`src/rtl/vending_machine.sv`:
```
// Four-item coin vending controller: item latched at the first coin, one-cycle dispense pulse carrying the change.
// Latency: out/change/state registered, visible one clk-to-q after the price-completing coin edge. No backpressure: coins offered in DISPENSE/REFUND are dropped.
// Optional cancel/refund path enabled by defining VM_CANCEL_EN.
module vending_machine #(
  parameter int PRICE_GRAPE     = 15,
  parameter int PRICE_ORANGE    = 35,
  parameter int PRICE_MANGO     = 25,
  parameter int PRICE_PINEAPPLE = 30
) (
  input  logic       clk,
  input  logic       rst_n,
  input  logic       coin_vld,
  input  logic [4:0] itemS,
  input  logic [4:0] val,
`ifdef VM_CANCEL_EN
  input  logic       cancel,
`endif
  output logic       out,
  output logic [4:0] change,
  output logic [4:0] state
);

  typedef enum logic [4:0] {
    IDLE     = 5'd0,
    COLLECT  = 5'd1,
    DISPENSE = 5'd2,
    REFUND   = 5'd3
  } state_t;

  state_t     state_q, state_d;
  logic [5:0] credit_q, credit_d;
  logic [5:0] price_q, price_d;
  logic       out_d;
  logic [4:0] change_d;

  logic       coin_ok;
  logic       item_ok;
  logic [5:0] coin_amt;
  logic [5:0] sum;
  logic [5:0] item_price;
  logic       cancel_req;

  assign coin_ok  = coin_vld && ((val == 5'd5) || (val == 5'd10) || (val == 5'd20));
  assign coin_amt = {1'b0, val};
  assign sum      = credit_q + coin_amt;

`ifdef VM_CANCEL_EN
  assign cancel_req = cancel;
`else
  assign cancel_req = 1'b0;
`endif

  always_comb begin
    item_ok    = 1'b1;
    item_price = 6'd0;
    case (itemS)
      5'd1:    item_price = 6'(PRICE_GRAPE);
      5'd2:    item_price = 6'(PRICE_ORANGE);
      5'd3:    item_price = 6'(PRICE_MANGO);
      5'd4:    item_price = 6'(PRICE_PINEAPPLE);
      default: item_ok    = 1'b0;
    endcase
  end

  always_comb begin
    state_d  = state_q;
    credit_d = credit_q;
    price_d  = price_q;
    out_d    = 1'b0;
    change_d = 5'd0;
    case (state_q)
      IDLE: begin
        if (coin_ok && item_ok) begin
          price_d  = item_price;
          credit_d = coin_amt;
          if (coin_amt >= item_price) begin
            state_d  = DISPENSE;
            out_d    = 1'b1;
            change_d = 5'(coin_amt - item_price);
          end else begin
            state_d  = COLLECT;
          end
        end
      end
      COLLECT: begin
        // Cancel wins over a coin arriving on the same edge.
        if (cancel_req) begin
          state_d  = REFUND;
          change_d = 5'(credit_q);
          credit_d = 6'd0;
        end else if (coin_ok) begin
          credit_d = sum;
          if (sum >= price_q) begin
            state_d  = DISPENSE;
            out_d    = 1'b1;
            change_d = 5'(sum - price_q);
          end
        end
      end
      DISPENSE: begin
        state_d  = IDLE;
        credit_d = 6'd0;
      end
`ifdef VM_CANCEL_EN
      REFUND: begin
        state_d  = IDLE;
        credit_d = 6'd0;
      end
`endif
      default: begin
        state_d  = IDLE;
        credit_d = 6'd0;
      end
    endcase
  end

  always_ff @(posedge clk) begin
    if (!rst_n) begin
      state_q  <= IDLE;
      credit_q <= 6'd0;
      price_q  <= 6'd0;
      out      <= 1'b0;
      change   <= 5'd0;
    end else begin
      state_q  <= state_d;
      credit_q <= credit_d;
      price_q  <= price_d;
      out      <= out_d;
      change   <= change_d;
    end
  end

  assign state = state_q;

endmodule

```
`config.mk`:
```
export PLATFORM = sky130hd
export DESIGN_NAME = vending_machine
export DESIGN_NICKNAME = d
export VERILOG_FILES = /design/src/rtl/vending_machine.sv
export SDC_FILE = /design/constraint.sdc
export NUM_CORES = 1
export LEC_CHECK = 0
export BUFFER_PORTS_ARGS = -buffer_cell sky130_fd_sc_hd__buf_2
export CORE_MARGIN = 5
export CORE_UTILIZATION = 52
export CTS_BUF_LIST = sky130_fd_sc_hd__clkbuf_16
export CTS_CLUSTER_DIAMETER = 40
export CTS_CLUSTER_SIZE = 40
export DETAILED_ROUTE_END_ITERATION = 8
export PLACE_DENSITY = 0.76
export SLEW_MARGIN = 25
export SYNTH_ARGS = -nofsm -noshare
export SYNTH_HDL_FRONTEND = slang
export SYNTH_SLANG_ARGS = --single-unit
```
`constraint.sdc`:
```
create_clock -name clk -period 2.8 [get_ports clk]
set_clock_uncertainty 0.1 [all_clocks]
set_input_delay 0.56 -clock clk [delete_from_list [all_inputs] [get_ports clk]]
set_output_delay 0.56 -clock clk [all_outputs]
set_load 0.02 [all_outputs]
```
### Yosys cells after proc, flatten, opt, wreduce, memory -nomap -nowiden

Cells that the tools add are included.

| operators by class | value |
|---|---|
| add/subtract/negate cells | 3 |
| $lt $le $gt $ge | 2 |
| equal/unequal tests | 11 |
| mux-type cells | 20 |
| reduce and logical (&&, ||, !) cells | 9 |

Operators with widths:

| kind | number |
|---|---|
| 5-bit two-way mux | 7 |
| 6-bit one-hot mux with 4 select lines | 1 |
| 5-bit one-hot mux with 2 select lines | 2 |
| 6-bit two-way mux | 2 |
| 6-bit one-hot mux with 2 select lines | 1 |
| 5-bit by 1-bit == test with 1-bit output (second input constant) | 2 |
| 5-bit by 2-bit == test with 1-bit output (second input constant) | 2 |
| 5-bit by 3-bit == test with 1-bit output (second input constant) | 2 |
| 5-bit subtractor | 2 |
| 6-bit by 5-bit adder with 6-bit output | 1 |
| 5-bit by 6-bit >= comparator with 1-bit output | 1 |
| 6-bit >= comparator | 1 |
| 2-bit inequality test (second input constant) | 3 |
| 5-bit by 4-bit == test with 1-bit output (second input constant) | 1 |
| 5-bit == test (second input constant) | 1 |
| 5-bit zero test | 1 |
| 1-bit two-way mux | 5 |
| 2-bit AND reduction | 2 |
| 4-bit OR reduction | 1 |
| 3-bit AND reduction | 1 |
| 1-bit logical AND | 2 |
| 1-bit logical OR | 2 |
| 2-bit two-way mux | 1 |
| 1-bit one-hot mux with 2 select lines | 1 |

| word-level totals | value |
|---|---|
| register bits | 23 |
| input bits | 13 |
| output and inout bits | 11 |

### Depth between registers and ports, before layout

| depth | value |
|---|---|
| word-level depth | 7 |
| gate-level depth with buffers | 11 |
| mapped depth without buffers | 11 |

### Worst setup path before layout

No wires, ideal clock.

| path | value |
|---|---|
| path type | input-to-reg |
| start point | input val[0] |
| end point | register state_q[0], in the netlist state[0] |
| arrival | 2.670 ns |
| required time | 2.640 ns |
| path slack | -0.030 ns |
| cell stages on the path | 11 |
| buffers on the path | 0 |
| cells stage by stage | ha_1 > fa_1 > a21o_1 > a21oi_1 > xnor2_1 > ha_1 > nand4_1 > o21ai_0 > o221a_2 > o32ai_1 > and2_1 |

| between the ends | value |
|---|---|
| cells in the longest elaborated chain, start to end | 7 |
| elaborated cells between the ends (all ways) | 17 |
| classes of those cells | add/sub (1); order compare (2); eq/ne (6); mux (3); reduce/logical (5) |

RTL lines:

| item | RTL line | text |
|---|---|---|
| start, declared | 14 | `input logic [4:0] val,` |
| parallel branches: the longest is 7 deep, another holds 6-bit by 5-bit adder with 6-bit output | n/a |  |
| end signal, assigned | 125 | `state_q <= state_d;` |
| end, declared | 30 | `state_t state_q, state_d;` |

Several ways; the timed one is not identified. The select of a mux whose other input is x is not followed.
A chain may end at the register's enable or synchronous reset.

### Worst setup path in the final report

| path | value |
|---|---|
| start point | input val[0] |
| end point | register change[3] |

| between the ends | value |
|---|---|
| cells in the longest elaborated chain, start to end | 7 |
| elaborated cells between the ends (all ways) | 17 |
| classes of those cells | add/sub (3); order compare (2); eq/ne (3); mux (5); reduce/logical (4) |

RTL lines:

| item | RTL line | text |
|---|---|---|
| parallel branches: the longest is 6 deep, another holds 6-bit by 5-bit adder with 6-bit output | n/a |  |
| 5-bit one-hot mux with 2 select lines * | 71 | `case (state_q)` |
| end signal, assigned | 129 | `change <= change_d;` |
| end, declared | 19 | `output logic [4:0] change,` |

Every way passes the cells marked *.

==> results.py <==
metrics = {
    "setup_path": {
        "crit_path_end_kind": "register",
        "cp-start-kind": "input pin",
        "slowest_delay_ps": 340,
        "crit_chain": "buf_2, ha_2, fa_2, a21o_1, a21oi_2, xnor2_2, ha_4, nand4_1, o21ai_1, o221a_2, nand3_1, a21oi_2",
        "worstPathMaxFanout": 6,
        "crit_required_ps": 2880,
        "cpMostUsedCell": "a21oi_2",
        "critical_path_arrival_ps": 2780,
        "crit_path_top_delay_cell": "fa_2",
        "worstSetupPathType": "input pin to register",
    },
    "timing": {
        "relSlewSlack_pct": 66.0,
        "fmax_ghz": 0.370,
        "post-route-period-util_pct": 96.5,
        "setup_viol": 0,
        "rsz0062_at_grt": "yes",
        "finalSetupTns_ps": 0,
        "period_needed_ps": 2700,
        "whs_ps": 361,
        "hold_viol": 0,
        "worstMarginPinSlew_ps": 509,
        "slew_viol_final": 0,
    },
    "floorplanning": {
        "die_w_um": 66.9,
        "die_h_um": 66.9,
        "dieArea_mm2": 0.00447,
        "core-area_mm2": 0.00308,
        "pin_count": 24,
        "initial_core_util_pct": 54.6,
        "placement_rows": 20,
    },
    "place": {
        "portBuffers": 20,
        "placed_area_mm2": 0.00198,
        "dpl.hpwl_um": 3380,
        "dp.cells": 280,
        "place_congestion": 0.823,
    },
    "route": {
        "drt-total-wl_um": 4480,
        "wire_per_inst_um": 15.7,
        "drc_errors": 0,
        "first_iter_violations": 91,
        "via_per_inst": 5.59,
        "antenna_left": 0,
        "vias": 1598,
        "drt_pass1_iterations": 4,
    },
    "clock_tree": {
        "cts_root_buffer": "clkbuf_16",
        "clk_latency_ps": 260,
        "numCtsBuffers": 3,
        "clk_path_buf_depth": 2,
        "postCtsHoldBufs": 0,
        "cts_tree": "done",
        "cts_sinks": 20,
        "clkSlewWorstSetupHoldPaths_ps": 60,
        "htreeDepth": 1,
    },
    "synthesis": {
        "synth_edf_count": 0,
        "ys_seq_area_share_pct": 23.8,
        "syn_area_per_cell_um2": 8.45,
        "synth.largest_area_cell": "dfxtp_1",
        "synth_top_area_share_pct": 23.8,
        "synthFlopType": "dfxtp_1",
        "syn-cell-area_mm2": 0.00168,
        "ys_ff_latch": 20,
        "synth_cell_types": 51,
        "syn_inst": 199,
        "synthTopCellsByArea": "dfxtp_1, ha_1, nor2_1",
        "yosys_warnings": 0,
        "synthArstFlopShare_pct": 0,
    },
    "layout": {
        "fillers": 234,
        "final_area_mm2": 0.00218,
        "stdcell_count": 286,
        "diodes": 0,
        "syn_to_final_growth_pct": 29.5,
        "nNetsFinal": 275,
        "drive_gt1_share_pct": 32.2,
    },
    "global_route": {
        "grt_first_pass_wirelength_um": 7310,
        "grt_pass1_vias": 1603,
        "grt_usage_pct": 21.6,
        "antenna_found_initial": 0,
        "grt-ovfl-total": 0,
        "grt_max_degree": 15,
    },
    "outcome": {
        "status": "completed",
    },
    "pwr": {
        "powerDensity_mw_per_mm2": 392,
        "leakagePower_uw": 0.000910,
        "ir_worst_vdd_mv": 0.190,
    },
    "hold_path": {
        "hp-class": "register to register",
    },
    "job": {
        "drv_cap": 0,
    },
}
placed cells by master (no fill, tap or decap), types with 4 or more instances in the layout:
master and n:
xnor2_1 4, nand2b_1 5, a21oi_2 7, buf_4 26
o21a_1 4, xor2_1 4, ha_1 13, buf_2 20
a21oi_1 8, a21o_1 4, o21ai_0 5, nor2_1 22
nand3_1 7, nand2_1 15, nand3b_1 4, inv_1 11
dfxtp_1 20, mux2i_1 4
power breakdown:
part           leakage [µW]  switching (µW)  internal (µW)  total (µW)
Sequential         0.000161           0.598            285         286
Clock             0.0000511             114            284         397
Combinational      0.000698            92.5           78.4         171
critical path, delay by kind of cell:
| kind | cells | cell delay (ps) |
|---|---|---|
| buffers and inverters | 1 | 110 |
| XOR/XNOR | 1 | 130 |
| AND/OR/NAND/NOR | 2 | 200 |
| adder cells (fa/ha/maj) | 3 | 830 |
| AO/OA/AOI/OAI | 5 | 940 |
through the flow:
stage          power (µW)  util (%)  setup slack, ps
5_1_grt               885      70.8            -85.3
4_1_cts               844      67.7             8.03
3_3_place_gp          447      64.2             -209
6_report              854      70.8             96.7
3_5_place_dp          449      64.2             -261
2_1_floorplan         389         -             17.8
synthesized netlist by cell type (3+ instances only):
cell / count
nand2_1: 16
nor2_1: 22
o21a_1: 4
ha_1: 16
o21ai_0: 6
nor2b_1: 3
mux2i_1: 4
nand3b_1: 4
buf_4: 4
xnor2_1: 5
nand3_1: 8
inv_1: 11
clkbuf_1: 3
fa_1: 3
dfxtp_1: 20
a21o_1: 4
nand2b_1: 5
xor2_1: 4
a21oi_1: 15
layout make-up:
cell class | count | area (µm²) | area share [%]
multi-input combinational | 161 | 1280 | 58.8
inverter | 11 | 41.3 | 1.90
clock buffer | 3 | 75.1 | 3.45
sequential | 20 | 400 | 18.4
clock inverter | 1 | 30.0 | 1.38
timing repair buffer | 46 | 295 | 13.6
tap | 44 | 55.1 | 2.53
flip-flops by register name, summed over array words and instances (netlist names):
| name | count |
|---|---|
| change | 5 |
| credit_q | 6 |
| out | 1 |
| price_q | 6 |
| state | 2 |
logic make-up (layout without fill, tap and decap cells):
logic type / Yosys count / count (layout) / share of synthesized area [%]
AO/OA/AOI/OAI: 52 / 52 / 24.0
XOR/XNOR: 9 / 9 / 4.69
adder cells (fa/ha/maj): 19 / 19 / 15.5
buffers and inverters: 20 / 61 / 5.43
flip-flops: 20 / 20 / 23.8
multiplexers: 5 / 5 / 3.05
other: 1 / 3 / 0.223
AND/OR/NAND/NOR: 73 / 73 / 23.4
path summary, 6_finish.rpt:
check | from | end | slack (ps) | cells after the start
setup / recovery | val[0] | change[3]$_SDFF_PN0_ | 100 | 12
hold / removal | price_q[5]$_SDFFE_PN0P_ | price_q[5]$_SDFFE_PN0P_ | 360 | 2
setup reg to reg | credit_q[1]$_SDFFE_PN0P_ | state[0]$_SDFFE_PN0P_ | 210 | 10
hold reg to reg | price_q[5]$_SDFFE_PN0P_ | price_q[5]$_SDFFE_PN0P_ | 360 | 2
what timing repair did:
item                                    in CTS  in global routing
endpoints found under the hold margin        0                  0
buffers inserted                             0                  2
gates cloned                                 0                  0
pin swaps                                    0                  9
resized for setup                            1                 17
endpoints found under the setup margin       1                  8
per-layer routing:
layer	GRT usage, %	vias to the layer above	part of all wire, %
li1	-	791	-
met1	27.0	739	42
met2	36.3	57	50
met3	4.38	11	5.9
met4	8.10	0	1.7
met5	0	-	0
No activity file was read; power rests on OpenSTA's default activity.
